===== src/rtl/dsp_pipe_pkg.sv =====
// Shared definitions for the elastic pipeline registers on the DSP datapath.
//   MAX_DEPTH : deepest legal pipe
//   cnt_w()   : width of the occupancy counter for a given depth
//   hs_t      : valid/ready handshake pair
package dsp_pipe_pkg;

  localparam int unsigned MAX_DEPTH = 8;

  typedef struct packed {
    logic valid;
    logic ready;
  } hs_t;

  // Bits needed to hold 0..depth, never less than one.
  function automatic int unsigned cnt_w(input int unsigned depth);
    int unsigned w;
    w = 1;
    while ((32'd1 << w) <= depth) w++;
    return w;
  endfunction

endpackage


===== src/rtl/pipe_stage.sv =====
// One elastic pipeline stage: a valid bit plus a data word.
//   clk      : rising-edge clock
//   clear    : synchronous clear of the valid bit (and data when CLEAR_DATA)
//   load     : capture the upstream valid/data this edge
//   up_valid : upstream valid bit
//   up_data  : upstream data word
//   valid    : stage holds a sample
//   data     : stage data word
module pipe_stage #(
  parameter int unsigned WIDTH      = 18,
  parameter bit          CLEAR_DATA = 1'b1
) (
  input  logic             clk,
  input  logic             clear,
  input  logic             load,
  input  logic             up_valid,
  input  logic [WIDTH-1:0] up_data,
  output logic             valid,
  output logic [WIDTH-1:0] data
);

  // Data only moves when a real sample arrives, so bubbles leave it untouched.
  always_ff @(posedge clk) begin
    if (clear) begin
      valid <= 1'b0;
      if (CLEAR_DATA) data <= '0;
    end else if (load) begin
      valid <= up_valid;
      if (up_valid) data <= up_data;
    end
  end

endmodule


===== src/rtl/reg_pipe.sv =====
// Elastic DEPTH-stage pipeline register with valid/ready handshake and
// bubble collapse; DEPTH=0 is a combinational passthrough.
//   clk, rst   : clock, synchronous active-high reset
//   enable     : global clock enable, 0 freezes every stage
//   flush      : synchronous drop of all in-flight samples
//   in_valid   : upstream sample present
//   in_ready   : stage 0 accepts this cycle (combinational on out_ready)
//   D          : input data
//   out_valid  : last stage holds a sample
//   out_ready  : downstream accepts this cycle
//   out        : last stage data
//   count      : number of occupied stages
module reg_pipe
  import dsp_pipe_pkg::*;
#(
  parameter int unsigned WIDTH      = 18,
  parameter int unsigned DEPTH      = 2,
  parameter bit          CLEAR_DATA = 1'b1
) (
  input  logic                      clk,
  input  logic                      rst,
  input  logic                      enable,
  input  logic                      flush,
  input  logic                      in_valid,
  output logic                      in_ready,
  input  logic [WIDTH-1:0]          D,
  output logic                      out_valid,
  input  logic                      out_ready,
  output logic [WIDTH-1:0]          out,
  output logic [cnt_w(DEPTH)-1:0]   count
);

  localparam int unsigned CW = cnt_w(DEPTH);

  if (DEPTH > MAX_DEPTH) begin : g_depth_check
    $error("reg_pipe: DEPTH exceeds MAX_DEPTH");
  end

  if (DEPTH == 0) begin : g_bypass
    // Pure wires; control inputs have no effect without registers.
    assign out       = D;
    assign out_valid = in_valid;
    assign in_ready  = out_ready;
    assign count     = '0;

    logic unused_bypass;
    assign unused_bypass = ^{clk, rst, enable, flush};
  end else begin : g_pipe
    logic [DEPTH-1:0] v;
    logic [WIDTH-1:0] d [DEPTH];
    logic [DEPTH:0]   r;
    logic             clear;
    logic             accept;
    logic             emit;
    logic [CW-1:0]    cnt_q;
    hs_t              out_hs;

    assign out_hs = '{valid: v[DEPTH-1], ready: out_ready};
    assign clear  = rst || flush;

    // Ready ripples back from the output; any empty stage opens the path behind it.
    always_comb begin
      r        = '0;
      r[DEPTH] = out_hs.ready;
      for (int i = int'(DEPTH) - 1; i >= 0; i--) begin
        r[i] = !v[i] || r[i+1];
      end
    end

    for (genvar i = 0; i < int'(DEPTH); i++) begin : g_stage
      logic             up_v;
      logic [WIDTH-1:0] up_d;

      if (i == 0) begin : g_head
        assign up_v = in_valid;
        assign up_d = D;
      end else begin : g_link
        assign up_v = v[i-1];
        assign up_d = d[i-1];
      end

      pipe_stage #(
        .WIDTH      (WIDTH),
        .CLEAR_DATA (CLEAR_DATA)
      ) u_stage (
        .clk      (clk),
        .clear    (clear),
        .load     (enable && r[i]),
        .up_valid (up_v),
        .up_data  (up_d),
        .valid    (v[i]),
        .data     (d[i])
      );
    end

    assign in_ready = r[0] && enable && !flush;
    assign accept   = in_valid && in_ready;
    assign emit     = out_hs.valid && out_hs.ready && enable;

    // Occupancy tracks transfers at both ends; flush/reset override.
    always_ff @(posedge clk) begin
      if (rst || flush) begin
        cnt_q <= '0;
      end else if (accept && !emit) begin
        cnt_q <= cnt_q + CW'(1);
      end else if (emit && !accept) begin
        cnt_q <= cnt_q - CW'(1);
      end
    end

    assign count     = cnt_q;
    assign out       = d[DEPTH-1];
    assign out_valid = out_hs.valid;
  end

endmodule


===== config.mk =====
export PLATFORM = sky130hd
export DESIGN_NAME = reg_pipe
export DESIGN_NICKNAME = d
export VERILOG_FILES = /design/src/rtl/dsp_pipe_pkg.sv /design/src/rtl/pipe_stage.sv /design/src/rtl/reg_pipe.sv
export SDC_FILE = /design/constraint.sdc
export NUM_CORES = 1
export LEC_CHECK = 0
export BUFFER_PORTS_ARGS = -buffer_cell sky130_fd_sc_hd__clkbuf_2
export CORE_MARGIN = 5
export CORE_UTILIZATION = 47
export CTS_CLUSTER_DIAMETER = 30
export DETAILED_ROUTE_END_ITERATION = 10
export GPL_ROUTABILITY_DRIVEN = 0
export PLACE_DENSITY_LB_ADDON = 0.1
export SYNTH_ARGS = -nofsm -noshare
export SYNTH_HDL_FRONTEND = slang
export SYNTH_HIERARCHICAL = 1
export SYNTH_SLANG_ARGS = --single-unit

===== constraint.sdc =====
create_clock -name clk -period 1.39 [get_ports clk]
set_input_delay 0.139 -clock clk [delete_from_list [all_inputs] [get_ports clk]]
set_output_delay 0.139 -clock clk [all_outputs]
set_load 0.01 [all_outputs]

**Word-level counts from Yosys, hierarchy flattened**

Cells that the tools add are included.

- Register bits after elaboration: 40
- Bits in latches: 0
- Memory bits (writable): 0
- Memory bits (read-only): 0
- Input bits: 24
- Output and inout port bits: 22
- Logic and storage cells: 28
- Memories kept: 0

- Add/subtract/negate cells: 2
- Multipliers: 0
- Divide/modulo/power cells: 0
- $lt $le $gt $ge: 0
- Eq/ne operators: 0
- Shifts and indexed selects: 0
- Muxes and demuxes: 2
- Bitwise logic cells: 0
- Reductions and logical operators: 19

Operators by type and width:

| operator | count |
|---|---|
| logical AND 1 bit | 8 |
| zero test 1 bit | 5 |
| 2-to-1 mux 2 bit | 2 |
| AND reduction 2 bit | 2 |
| logical OR 1 bit | 3 |
| adder 2 x 1 -> 2 bit (second input constant) | 1 |
| nonzero test 2 bit | 1 |
| subtractor 2 x 1 -> 2 bit (second input constant) | 1 |

**Depth between registers and ports, before layout**

Gate-level depths: netlist of the first run.

- Word-level depth: 10
- Mapped depth: 7
- Gate-level depth less buffers: 7

**Modules after synthesis**

Netlist of the first run, hierarchy kept.

By module, submodules not included:

| module | instances | cells an instance | area an instance (um^2) | sequential area each (um^2) |
|---|---|---|---|---|
| pipe_stage | 2 | 85 | 879.6 | 380.4 |
| reg_pipe | 1 | 17 | 142.6 | 40.0 |

**Worst setup path after synthesis of the first run**

OpenSTA, ideal clock, no wires.

- Path kind: register -> register
- Start point: register g_pipe.g_stage[1].u_stage.valid
- End point: register g_pipe.cnt_q[1], in the netlist count[1]
- Library setup time: 0.070 ns
- Arrival time: 1.480 ns
- Data required time: 1.320 ns
- Slack: -0.160 ns
- Cell stages (with the launch flop): 6
- Path buffers: 0
- Period minus slack after synthesis: 1.550 ns
- Cell sequence: dfxtp_1 nand3_1 and4b_1 ha_1 or3_1 a21oi_1

- Longest elaborated chain between the ends: 9
- Elaborated cells on any way between the ends: 14
- Those cells by class: mux (1); reduce/logical (13)

RTL lines:

| item | RTL line | RTL |
|---|---|---|
| from (decl) | pipe_stage.sv:18 | `output logic valid,` |
| from (signal assigned) | pipe_stage.sv:28 | `valid <= up_valid;` |
| zero test 1 bit | reg_pipe.sv:66 | `r[i] = !v[i] \|\| r[i+1];` |
| logical OR 1 bit (2 in series) | reg_pipe.sv:66 |  |
| logical AND 1 bit (2 in series) | reg_pipe.sv:96 | `assign in_ready = r[0] && enable && !flush;` |
| logical AND 1 bit | reg_pipe.sv:97 | `assign accept = in_valid && in_ready;` |
| zero test 1 bit | reg_pipe.sv:106 | `end else if (emit && !accept) begin` |
| logical AND 1 bit | reg_pipe.sv:106 |  |
| nonzero test 2 bit (no line) | -- |  |
| to (signal assigned) | reg_pipe.sv:105 | `cnt_q <= cnt_q + CW'(1);` |
| to (signal assigned) | reg_pipe.sv:107 | `cnt_q <= cnt_q - CW'(1);` |
| to (decl) | reg_pipe.sv:55 | `logic [CW-1:0] cnt_q;` |

Parallel ways exist; a longest one is shown, timed or not.
A chain may end at the register's enable or synchronous reset.

**Worst setup path after layout of the first run**

Same ends and word-level chain as after synthesis.

==> results summary, run 1 <==
The count of antenna diodes in the layout came out at 0. The die boundary width came out at 73.6 um. STA puts the critical path data required time at roughly 1.6 ns. After layout, the worst setup slack is -0.0239 ns. Of the total synthesized cell area, the portion taken by AND, OR, NAND and NOR gates is 0.126. The first global-routing pass estimated 6800 um of wire. The final-report hold violation count came out at 0. The largest fanout on the critical path came out at 3. The starting density of the core is 0.479. The placed wire-length estimate came out at 2700 um. Measured along the y axis, the die boundary spans 73.6 um.

The total track usage is 0.163. In the final layout, the share of cells above drive strength 1 is 0.465. TritonCTS built the clock tree.

Data on the critical path arrives at its endpoint at 1.64 ns. For this block, the via count after detailed routing is 1499. The transition time of the tightest slew-check pin came out at 0.380 ns.

The final setup skew is 0.00374 ns. The worst-case vdd ir drop is roughly 520 uV. The cell count after placement came out at between 200 and 300. After synthesis, the netlist uses 21 different library cells.

After global routing the overflow that remains totals 0. On the critical path, the stage with the largest delay is an instance of dfxtp_4. STA classifies the critical path startpoint as a flop. The startpoint identified for the worst register-to-register timing path is g_pipe.g_stage[1].u_stage/valid. The final wirelength came out at 4230 um. The layout-stage area growth over the synthesis result is 19.7%. The post-synthesis sequential area ratio is 0.421. The number of H-tree levels came out at 2. The number of cells on the worst hold path came out at 3. When the netlist entered floorplanning its net count stood at 212. The post-synthesis instance total came out at 187. The cell leakage power is 0.890 nW. The part of the cycle the worst path needs is 1.02. The worst pin sits at a relative slew slack of 0.747.

The power per standard cell area is 950 mW/mm2. The number of global-route vias before repair came out at ~1400. The number of core rows is 23. Of the total synthesized cell area, the portion taken by full adders, half adders and majority gates is 0.00658. The commonest register cell after synthesis is dfxtp_1.

The checks that failed: negative setup slack. The footprint of the flip-flops and latches is 806 um2. The run finished, with violations left. The average wire length per cell after detail routing came out at 15.1 um.

The slack of the worst reg-to-reg path came out at -0.02 ns. By area, the combinational part of the netlist is dominated by compound AO/OA/AOI/OAI gates. For hold timing, the worst endpoint is g_pipe.g_stage[0].u_stage/data[15]. In the routed layout, each cell is associated on average with a via count of 5.35. The violation count after the first detailed-route iteration came out at 108.

The Yosys step of the flow raised 6 warnings. The number of buffer and inverter instances along the worst setup path is 0. The worst reg2reg path depth came out at 6. The tree is rooted in a clkbuf_8. The peak clock frequency supported by timing is 0.707 GHz. The complex-gate fraction of the synthesized area came to 0.337. The pre-antenna-repair detailed-routing pass consisted of 4 iterations. The clock drives 40 sinks. The post-synthesis cell area is 0.00190 mm2.

The worst hold-check slack is 0.0766 ns. The later pin in the worst-skew pair is clocked with a latency of 0.29 ns. The average size of a mapped cell came out at around 10 um2. The utilization after layout is 0.573. The final number of max-transition violations is 0.

Entering global routing, the biggest net connects 41 pins. Once detail routing completed, the nets flagged for antenna violations numbered 0. The post-synthesis share of cell area spent on xor and xnor gates is 0.00921. The area of the multi-input gates came out at approximately 960 um2. The critical path's largest stage delay is 0.36 ns. The register clock-pin slew on the reported worst setup and hold paths is 0.07 ns.

The async set or reset register ratio after synthesis is 0. Setup violations remaining at the end of the flow were counted as 1. The buffer levels on the longest clock path is 2. STA classifies the critical path endpoint as a flop. The number of fill cells came out at 362. 46 I/O pins were placed.

Walking the worst path, the cells encountered are nand3_2, and4b_1, ha_4, xor2_1, or3_1, a21oi_1. Sorting the synthesized cells by area gives the leading types as dfxtp_1 (42%), a21bo_1 (12%), a21oi_2 (10%), nand3_1 (10%), a21bo_2 (7.4%). The final critical path time including I/O delays and setup came out at 1.41 ns.

The endpoint identified for the worst register-to-register timing path is count[1]. Buffers inserted during clock tree synthesis total 5. Max-cap violations in this run came to 0.

The register bit total from synthesis is 40. The area of the core is 0.00397 mm2. The post-synthesis mux area share is 0.0105.

The largest total area in the synthesized netlist belongs to dfxtp_1. Setup repair after global routing could not meet its margin everywhere. Of the post-synthesis cell area, the dominant cell type holds 0.421. The number of flops mapped to enable cells by yosys came out at 0. The tightest min-delay check is of the in -> reg type. The final routed DRC violation total came out at 0. The number of nets in the layout came out at 254. Excluding fillers, the count of instances in the completed layout stands at 280. In this run the most critical hold path is launched from D[15]. Grouping stages by cell kind, the critical path spends the most delay in simple AND/OR/NAND/NOR gates. The critical path in this run is classified as reg -> reg.

The area of the die is 0.00542 mm2. The number of input and output port buffers inserted is 45. The number of antenna violations at the first check in global routing came out at 0.
-- cells in the mapped netlist (all sizes together), types with 2 or more instances --
library cell and n:
mux2i 2, buf 20, nor2 3, nand3 38, a21oi 37, a21bo 36, xor2 2, dfxtp 40
-- cell families after synthesis --
kind of cell | after synthesis
compound gates | 75
xor+xnor | 2
fa+ha+maj | 1
buf+inv | 21
flops | 40
mux | 2
simple gates | 46
-- cell type report --
cell class              instances  area share
repair buffers                 55       0.156
clock buffers                   6      0.0363
clock inverters                 2     0.00440
multi-input cells             126       0.420
well taps                      50      0.0275
inverters                       1     0.00165
flip-flops and latches         40       0.354
-- sequential cells by signal, indices dropped and copies added, names as in the netlist --
| name | flops |
|---|---|
| g_pipe.g_stage.u_stage/data | 36 |
| count | 2 |
| g_pipe.g_stage.u_stage/valid | 2 |
-- stage by stage --
stage                     setup TNS [ns]  power (mW)  worst slack (ns)  cell area, um2
after floorplan                        0        1.34          0.000146            1920
after global placement          -0.00147        1.38          -0.00147            2120
after detailed placement         -0.0592        1.39           -0.0592            2120
after CTS                        -0.0457        2.18           -0.0457            2240
after global routing              -0.273        2.27           -0.0838            2280
final                            -0.0239        2.16           -0.0239            2280
-- cell usage in the layout (no fill, tap or decap) --
cell and count:
and2_2 1, mux2i_1 2, nand3_1 37, a21oi_2 23
dfxtp_2 1, and3b_1 1, dfxtp_1 38, a21bo_1 22
nor2_1 3, a21oi_1 14, dfxtp_4 1, o21ai_0 1
buf_12 3, nand3_2 1, xor2_1 2, or3_1 1
ha_4 1, clkbuf_8 6, buf_4 6, or2_2 1
clkbuf_2 45, a21boi_2 1, clkinv_2 2, and4b_1 1
inv_1 1, clkbuf_16 1, a21bo_2 14
-- power by group --
part / internal, mW / leakage [nW] / switching [mW]
Combinational: 0.0883 / 0.515 / 0.122
Clock: 0.396 / 0.0510 / 0.389
Sequential: 1.16 / 0.324 / 0.0101
Total: 1.64 / 0.890 / 0.521
-- worst register-to-register path: cells and delay by family (launching register included) --
kind / cells / cell delay (ns)
AO/OA/AOI/OAI: 1 / 0.11
AND/OR/NAND/NOR: 3 / 0.57
adder cells (fa/ha/maj): 1 / 0.16
flip-flops: 1 / 0.36
XOR/XNOR: 1 / 0.13
-- per-layer routing --
| layer | part of all wire | wire length, um | global-route usage |
|---|---|---|---|
| met2 | 0.44 | 1860 | 0.214 |
| met4 | 0.013 | 57 | 0.0543 |
| met1 | 0.49 | 2070 | 0.249 |
| met3 | 0.056 | 237 | 0.0520 |
| met5 | 0 | 0 | 0 |
-- how the worst max path moves through the flow --
| stage | cells past startpoint | endpoint | slack [ns] | start |
|---|---|---|---|---|
| floorplan | 6 | count[1] | 0.0001 | g_pipe.g_stage[1].u_stage/valid |
| global placement | 6 | count[1] | -0.001 | g_pipe.g_stage[1].u_stage/valid |
| detailed placement | 6 | count[1] | -0.06 | g_pipe.g_stage[1].u_stage/valid |
| CTS | 6 | count[1] | -0.05 | g_pipe.g_stage[1].u_stage/valid |
| global route | 6 | count[1] | -0.08 | g_pipe.g_stage[0].u_stage/valid |
| finish | 6 | count[1] | -0.02 | g_pipe.g_stage[1].u_stage/valid |
-- what timing repair did --
item	4_1_cts	5_1_grt
setup buffers	3	1
gates resized for setup	1	2
cloned	0	1
setup endpoints to repair	1	5
pin swaps	3	2
hold buffers	0	0
Power figures use the tool's default switching activity.
==> run 2, diff against run 1 <==
BUFFER_PORTS_ARGS = -buffer_cell sky130_fd_sc_hd__buf_2   (was -buffer_cell sky130_fd_sc_hd__clkbuf_2)
CAP_MARGIN = 10   (was default)
GPL_TIMING_DRIVEN = 0   (was default)
==> run 2 against run 1 <==
Effect of this change: the flow still finishes with violations (negative setup slack); critical endpoint unchanged; setup slack got worse by 0.026 ns; design area increased by 1.6%; count of clock-buffer cells in the layout unchanged; routed wire length decreased by 6.9%; combinational power increased by 5%; non-clock buffer count increased by 12; final cell count increased by 3.6%; register-to-register slack got worse by 0.03 ns; clock power decreased by 13%; total power decreased by 4.2%; worst hold slack improved by 0.022 ns; flip-flop and latch count unchanged.
==> results summary, run 2 (same netlist as run 1, synthesis figures left out) <==
The area growth from synthesis to layout is 21.6%. The number of H-tree levels came out at 2 (unchanged). STA classifies the critical path endpoint as a flop.

In this run the worst hold path is classified as in -> reg. The die boundary width came out at 73.6 um (unchanged). The total via count after detailed routing came out at 1478 (-1.4%).

The number of buffer and inverter instances along the worst setup path came out at 0 (unchanged). The area of the die is 0.00542 mm2 (unchanged). The fraction of final layout cells sized beyond drive strength 1 is 0.475 (+0.00978).

The final routed DRC violation total is 0 (unchanged). The overall power is 2.07 mW (-4.2%). The least setup slack across all paths after layout came out at -0.0500 ns (-0.0261 ns). The flow ran to the end, but the final reports show violations. The total track usage is 0.161 (-0.00236). The largest individual stage delay along the critical path comes from the cell or3_1. The worst-case vdd ir drop came to 500 uV (-3.6%).

The transition time of the tightest slew-check pin came to 0.289 ns (-0.0907 ns). The worst slew margin relative to its limit came out at 0.807 (+0.0604). The hold buffer count at CTS is 0 (unchanged). The count of antenna diodes in the layout is 0 (unchanged).

The worst path required time is 1.61 ns (about the same). The number of standard cells in the layout, taps in and fillers out came out at 290 (+3.6%). The peak clock frequency supported by timing is 0.694 GHz (-1.8%). Leaving out fill and tap cells, the most frequent cells in the layout are buf_2 (51), dfxtp_1 (38), nand3_1 (37), a21oi_2 (23), a21bo_1 (22). The number of nets in the layout came out at 266 (+4.7%). The number of global-route vias before repair is 1399 (+0.72%). The final wirelength is 3930 um (-6.9%).

The starting density of the core is 0.479 (unchanged). The insertion delay of the later-clocked pin in the worst-skew pair came out at 0.29 ns (about the same). The final number of max-transition violations was 0 (unchanged).

The setup-violating endpoint count in the final report came out at 1 (unchanged). The worst setup slack before clock tree synthesis was -0.0557 ns (+0.00348 ns). The largest fanout on the critical path is 4 (+1). The placed wire-length estimate is 2840 um (+5.4%). The number of maximum-capacitance constraint violations is 0 (unchanged). The violation count after the first detailed-route iteration is 74 (-31%). The flip-flop count of the largest register, all copies and words added is 36 (unchanged). Broken down by cell family, the worst path's largest delay share belongs to simple AND/OR/NAND/NOR gates.

The number of core rows is 23 (unchanged). Setup repair after global routing could not meet its margin everywhere. The average wire length per cell after detail routing came out at 13.6 um (-10%).

The final critical path time including I/O delays and setup was 1.44 ns (+0.0261 ns). The data arrival at the endpoint of the critical path was 1.66 ns (+0.02 ns). The number of buffers added by the clock tree synthesis step came out at 5 (unchanged). Counting flops per register, the top entry is g_pipe.g_stage.u_stage/data. The sort of element at the start of the critical path is a flop. The post-detailed-route count of antenna-violating nets came to 0 (unchanged). The part of the cycle the worst path needs is 1.04 (+0.0187). The register clock-pin slew on the reported worst setup and hold paths came out at 0.07 ns (about the same). The number of input and output port buffers inserted is 45 (unchanged). The first-pass GRT wire length is 6620 um (-2.6%). The final-report hold violation count came out at 0 (unchanged). The final reports fail on negative setup slack. The critical path's largest stage delay is 0.38 ns (+0.02 ns). Leaving out fill and tap cells, the most frequent cell in the layout is buf_2.

The number of antenna violations at the first check in global routing came out at 0 (unchanged). The cell leakage power is 0.932 nW (+4.6%). The mean number of vias per cell came out at 5.10 (-4.8%). The I/O pin count is 46 (unchanged). TritonCTS built the clock tree.

The critical path goes through nand3_2, and4b_1, ha_4, or3_1, a21oi_2. The count of clock tree sinks came to 40 (unchanged). The pin count of the biggest net entering global routing is 12 (-71%).

The buffer levels on the longest clock path is 2 (unchanged). The first-pass iteration count of the detailed router is 6 (+2). The floorplan die height came to 73.6 um (unchanged).

The final setup skew was 0.00986 ns (+0.00613 ns). The utilization after layout is 0.582 (+0.00914). The power per standard cell area is 896 mW/mm2 (-5.7%). The area of the core came out at 0.00397 mm2 (unchanged). The setup path with the least slack is of type reg -> reg. The final global-route overflow total was 0 (unchanged).

The root cell of the clock tree is clkbuf_8. The cell count after placement came to 282 (+5.6%).
==> run 2: layout make-up <==
| cell class | count | area (um2) |
|---|---|---|
| Sequential cell | 40 | 806 |
| Fill cell | 387 | 1660 |
| Timing Repair Buffer | 48 | 248 |
| Buffer | 19 | 169 |
| Tap cell | 50 | 62.6 |
| Multi-Input combinational cell | 126 | 951 |
| Inverter | 1 | 3.75 |
| Clock buffer | 6 | 72.6 |
==> run 2: worst register-to-register path, stage by stage (launching register included) <==
cell and delay [ns]:
dfxtp_4 0.36, nand3_2 0.06, and4b_1 0.24, ha_4 0.22
or3_1 0.38, a21oi_2 0.11
==> run 2: worst paths after layout <==
path	startpoint	to	slack, ns	cells after the start
hold / removal	D[15]	g_pipe.g_stage[0].u_stage/data[15]	0.1	3
setup / recovery	g_pipe.g_stage[1].u_stage/valid	count[1]	-0.05	5
setup reg to reg	g_pipe.g_stage[1].u_stage/valid	count[1]	-0.05	5
hold reg to reg	g_pipe.g_stage[0].u_stage/data[13]	g_pipe.g_stage[1].u_stage/data[13]	0.48	2
==> run 2: metal layers <==
metal | up-vias | wire length [um] | track usage
met5 | - | 0 | 0
met2 | 40 | 1640 | 0.218
met1 | 660 | 2030 | 0.236
li1 | 774 | - | -
met3 | 4 | 224 | 0.0465
met4 | 0 | 38 | 0.0664
==> run 2: through the flow <==
stage,TNS (ns),cell area [um2],hold WS [ns]
floorplan,0,1920,0.286
global placement,-0.0430,2210,0.399
detailed placement,-0.0557,2210,0.402
CTS,-0.0546,2310,0.0823
global route,-0.669,2310,0.102
finish,-0.0500,2310,0.0984
==> run 2: repair_timing <==
item	in CTS	in global routing
endpoints found under the hold margin	0	0
buffers inserted	3	0
setup endpoints to repair	1	13
pin swaps	4	5
resized for setup	1	3
==> run 2: power by group <==
part	internal [mW]	switching [mW]	leakage, nW
Clock	0.334	0.351	0.0371
Combinational	0.0975	0.123	0.570
Sequential	1.16	0.00889	0.324
==> run 3, diff against run 2 <==
MAX_ROUTING_LAYER = met4   (was default)
==> run 3 against run 2 <==
Effect of this change: largest power group unchanged; clock skew down 0.00070 ns; the flow still finishes with violations (negative setup slack); critical endpoint unchanged; final cell count unchanged; count of clock-buffer cells in the layout unchanged; critical path type unchanged.
==> results summary, run 3 (same netlist as run 1, synthesis figures left out) <==
The flow ran to the end, but the final reports show violations. The checks that failed: negative setup slack. The die boundary width came out at 73.6 um (unchanged). The largest fanout on the critical path was 4 (unchanged). The final number of max-transition violations is 0 (unchanged). The number of H-tree levels came out at 2 (unchanged). The final routed DRC violation total is 0 (unchanged).

The total via count after detailed routing is 1481 (+0.20%). The share of total power in the clock network came out at 0.332 (+0.002). The setup-violating endpoint count in the final report came out at 1 (unchanged).

The count of antenna diodes in the layout was 0 (unchanged). The sum of negative setup slack is -0.0486 ns (+0.00131 ns). The register clock-pin slew on the reported worst setup and hold paths is 0.07 ns (about the same). The number of core rows came out at 23 (unchanged). The number of nets in the layout came out at 266 (unchanged).

The area of the core came out at 0.00397 mm2 (unchanged). The number of global-route vias before repair is 1402 (+0.21%). The peak clock frequency supported by timing came out at 0.695 GHz (about the same).

The pin count of the biggest net entering global routing was 12 (unchanged). The first-pass GRT wire length came out at 6620 um (-0.11%). The final setup skew is 0.00917 ns (-0.000696 ns). The buffer levels on the longest clock path is 2 (unchanged).

The mean number of vias per cell is 5.11 (+0.20%). The worst-case vdd ir drop is 501 uV (+0.17%). The least setup slack across all paths after layout was -0.0486 ns (+0.00131 ns).

The post-detailed-route count of antenna-violating nets is 0 (unchanged). The endpoint class of the critical path is a flop. The number of antenna violations at the first check in global routing came out at 0 (unchanged). The count of clock tree sinks came out at 40 (unchanged). The sequential power share is 0.562 (about the same). The net switching share of the total power came to 0.235 (+0.00224). The fraction of final layout cells sized beyond drive strength 1 was 0.475 (unchanged). Leaving out fill and tap cells, the most frequent cells in the layout are buf_2 (51), dfxtp_1 (38), nand3_1 (37), a21oi_2 (23), a21bo_1 (22). The worst hold-check slack came out at 0.0943 ns (-0.00416 ns). The final wirelength is 3940 um (+0.23%). The commonest non-fill, non-tap cell in the layout is buf_2.

The number of fill cells is 387 (unchanged). The data arrival at the endpoint of the critical path was 1.66 ns (about the same). The power per standard cell area is 899 mW/mm2 (+0.29%). The internal portion of total power is 1.59 mW (about the same). The I/O pin count came out at 46 (unchanged). The floorplan die height came to 73.6 um (unchanged). The min-delay analysis places its worst path in the category in -> reg. The area of the die came to 0.00542 mm2 (unchanged). The share of power burned in combinational logic is 0.106 (about the same).

The worst slew margin relative to its limit is 0.810 (+0.00276). The part of the cycle the worst path needs is 1.03 (about the same). The worst path required time came out at 1.62 ns (about the same).

The starting density of the core is 0.479 (unchanged). The average wire length per cell after detail routing came out at 13.6 um (+0.23%). The hold buffer count at CTS came out at 0 (unchanged).

The insertion delay of the later-clocked pin in the worst-skew pair came out at 0.29 ns (about the same). The number of buffers added by the clock tree synthesis step is 5 (unchanged). The final global-route overflow total is 0 (unchanged). The total track usage came to 0.166 (+0.00465).

The area of the multi-input gates was 951 um2 (unchanged). The critical path is of the reg -> reg type. The footprint of the flip-flops and latches was 806 um2 (unchanged). The flip-flop count of the largest register, all copies and words added came to 36 (unchanged).

The first-pass iteration count of the detailed router came out at 6 (unchanged). STA classifies the critical path startpoint as a flop. The cell leakage power came out at 0.932 nW (unchanged).

Setup repair after global routing could not meet its margin everywhere. TritonCTS built the clock tree. The final critical path time including I/O delays and setup came to 1.44 ns (-0.00131 ns). The cell sitting at the root of the clock tree is a clkbuf_8. The number of input and output port buffers inserted came out at 45 (unchanged).

The transition time of the tightest slew-check pin came out at 0.285 ns (-0.00414 ns). The net switching power figure came out at 0.489 mW (+1.3%). The layout-stage area growth over the synthesis result is 21.6% (unchanged).

The number of maximum-capacitance constraint violations came out at 0 (unchanged). The final-report hold violation count came out at 0 (unchanged). The register with the most flip-flops in the final layout is g_pipe.g_stage.u_stage/data. The violation count after the first detailed-route iteration is 83 (+12%). The placed wire-length estimate came to 2840 um (unchanged).
==> run 3: cell counts in the layout (fill, tap and decap cells not counted) <==
Identical to the previous run, type by type.
==> run 3: critical path, stage by stage, from the launching register on <==
cell and delay (ns):
dfxtp_4 0.36, nand3_2 0.06, and4b_1 0.24, ha_4 0.22, or3_1 0.38, a21oi_2 0.11
==> run 3: cell type report <==
cell class	instances	share of cell area
buffer	19	0.0731
clock buffer	6	0.0314
sequential	40	0.348
timing repair buffer	48	0.107
inverter	1	0.00162
tap	50	0.0271
multi-input combinational	126	0.411
==> run 3: metrics by stage <==
step,total power [mW],cells,setup WS (ns),utilization,instance area [um2]
finish,2.08,290,-0.0486,0.582,2310
global route,2.18,290,-0.136,0.582,2310
CTS,2.11,291,-0.0546,0.581,2310
detailed placement,1.41,282,-0.0557,0.557,2210
global placement,1.41,282,-0.0430,0.557,2210
floorplan,1.34,187,0.000146,-,1920
==> run 3: repair_timing <==
action                                  CTS  global route
endpoints found under the hold margin     0             0
endpoints found under the setup margin    1            13
buffers inserted                          3             0
resized for setup                         1             3
pin swaps                                 4             5
==> run 3: final timing paths <==
path | from | depth (start not counted) | end | slack, ns
max | g_pipe.g_stage[1].u_stage/valid | 5 | count[1] | -0.05
min | D[15] | 3 | g_pipe.g_stage[0].u_stage/data[15] | 0.09
max reg2reg | g_pipe.g_stage[1].u_stage/valid | 5 | count[1] | -0.05
min reg2reg | g_pipe.g_stage[0].u_stage/data[13] | 2 | g_pipe.g_stage[1].u_stage/data[13] | 0.48
==> run 3: power groups by stage <==
stage / clock network (mW) / registers, mW / logic [mW]
after floorplan: 0 / 1.19 / 0.150
after global placement: 0 / 1.19 / 0.216
after detailed placement: 0 / 1.19 / 0.218
after CTS: 0.723 / 1.17 / 0.220
after global routing: 0.774 / 1.17 / 0.241
final: 0.691 / 1.17 / 0.220
==> run 3: per-layer routing <==
layer  wire (um)  global-route usage
met1        2010               0.236
met5           0                   -
met3         228              0.0342
met4          80              0.0845
met2        1620               0.218
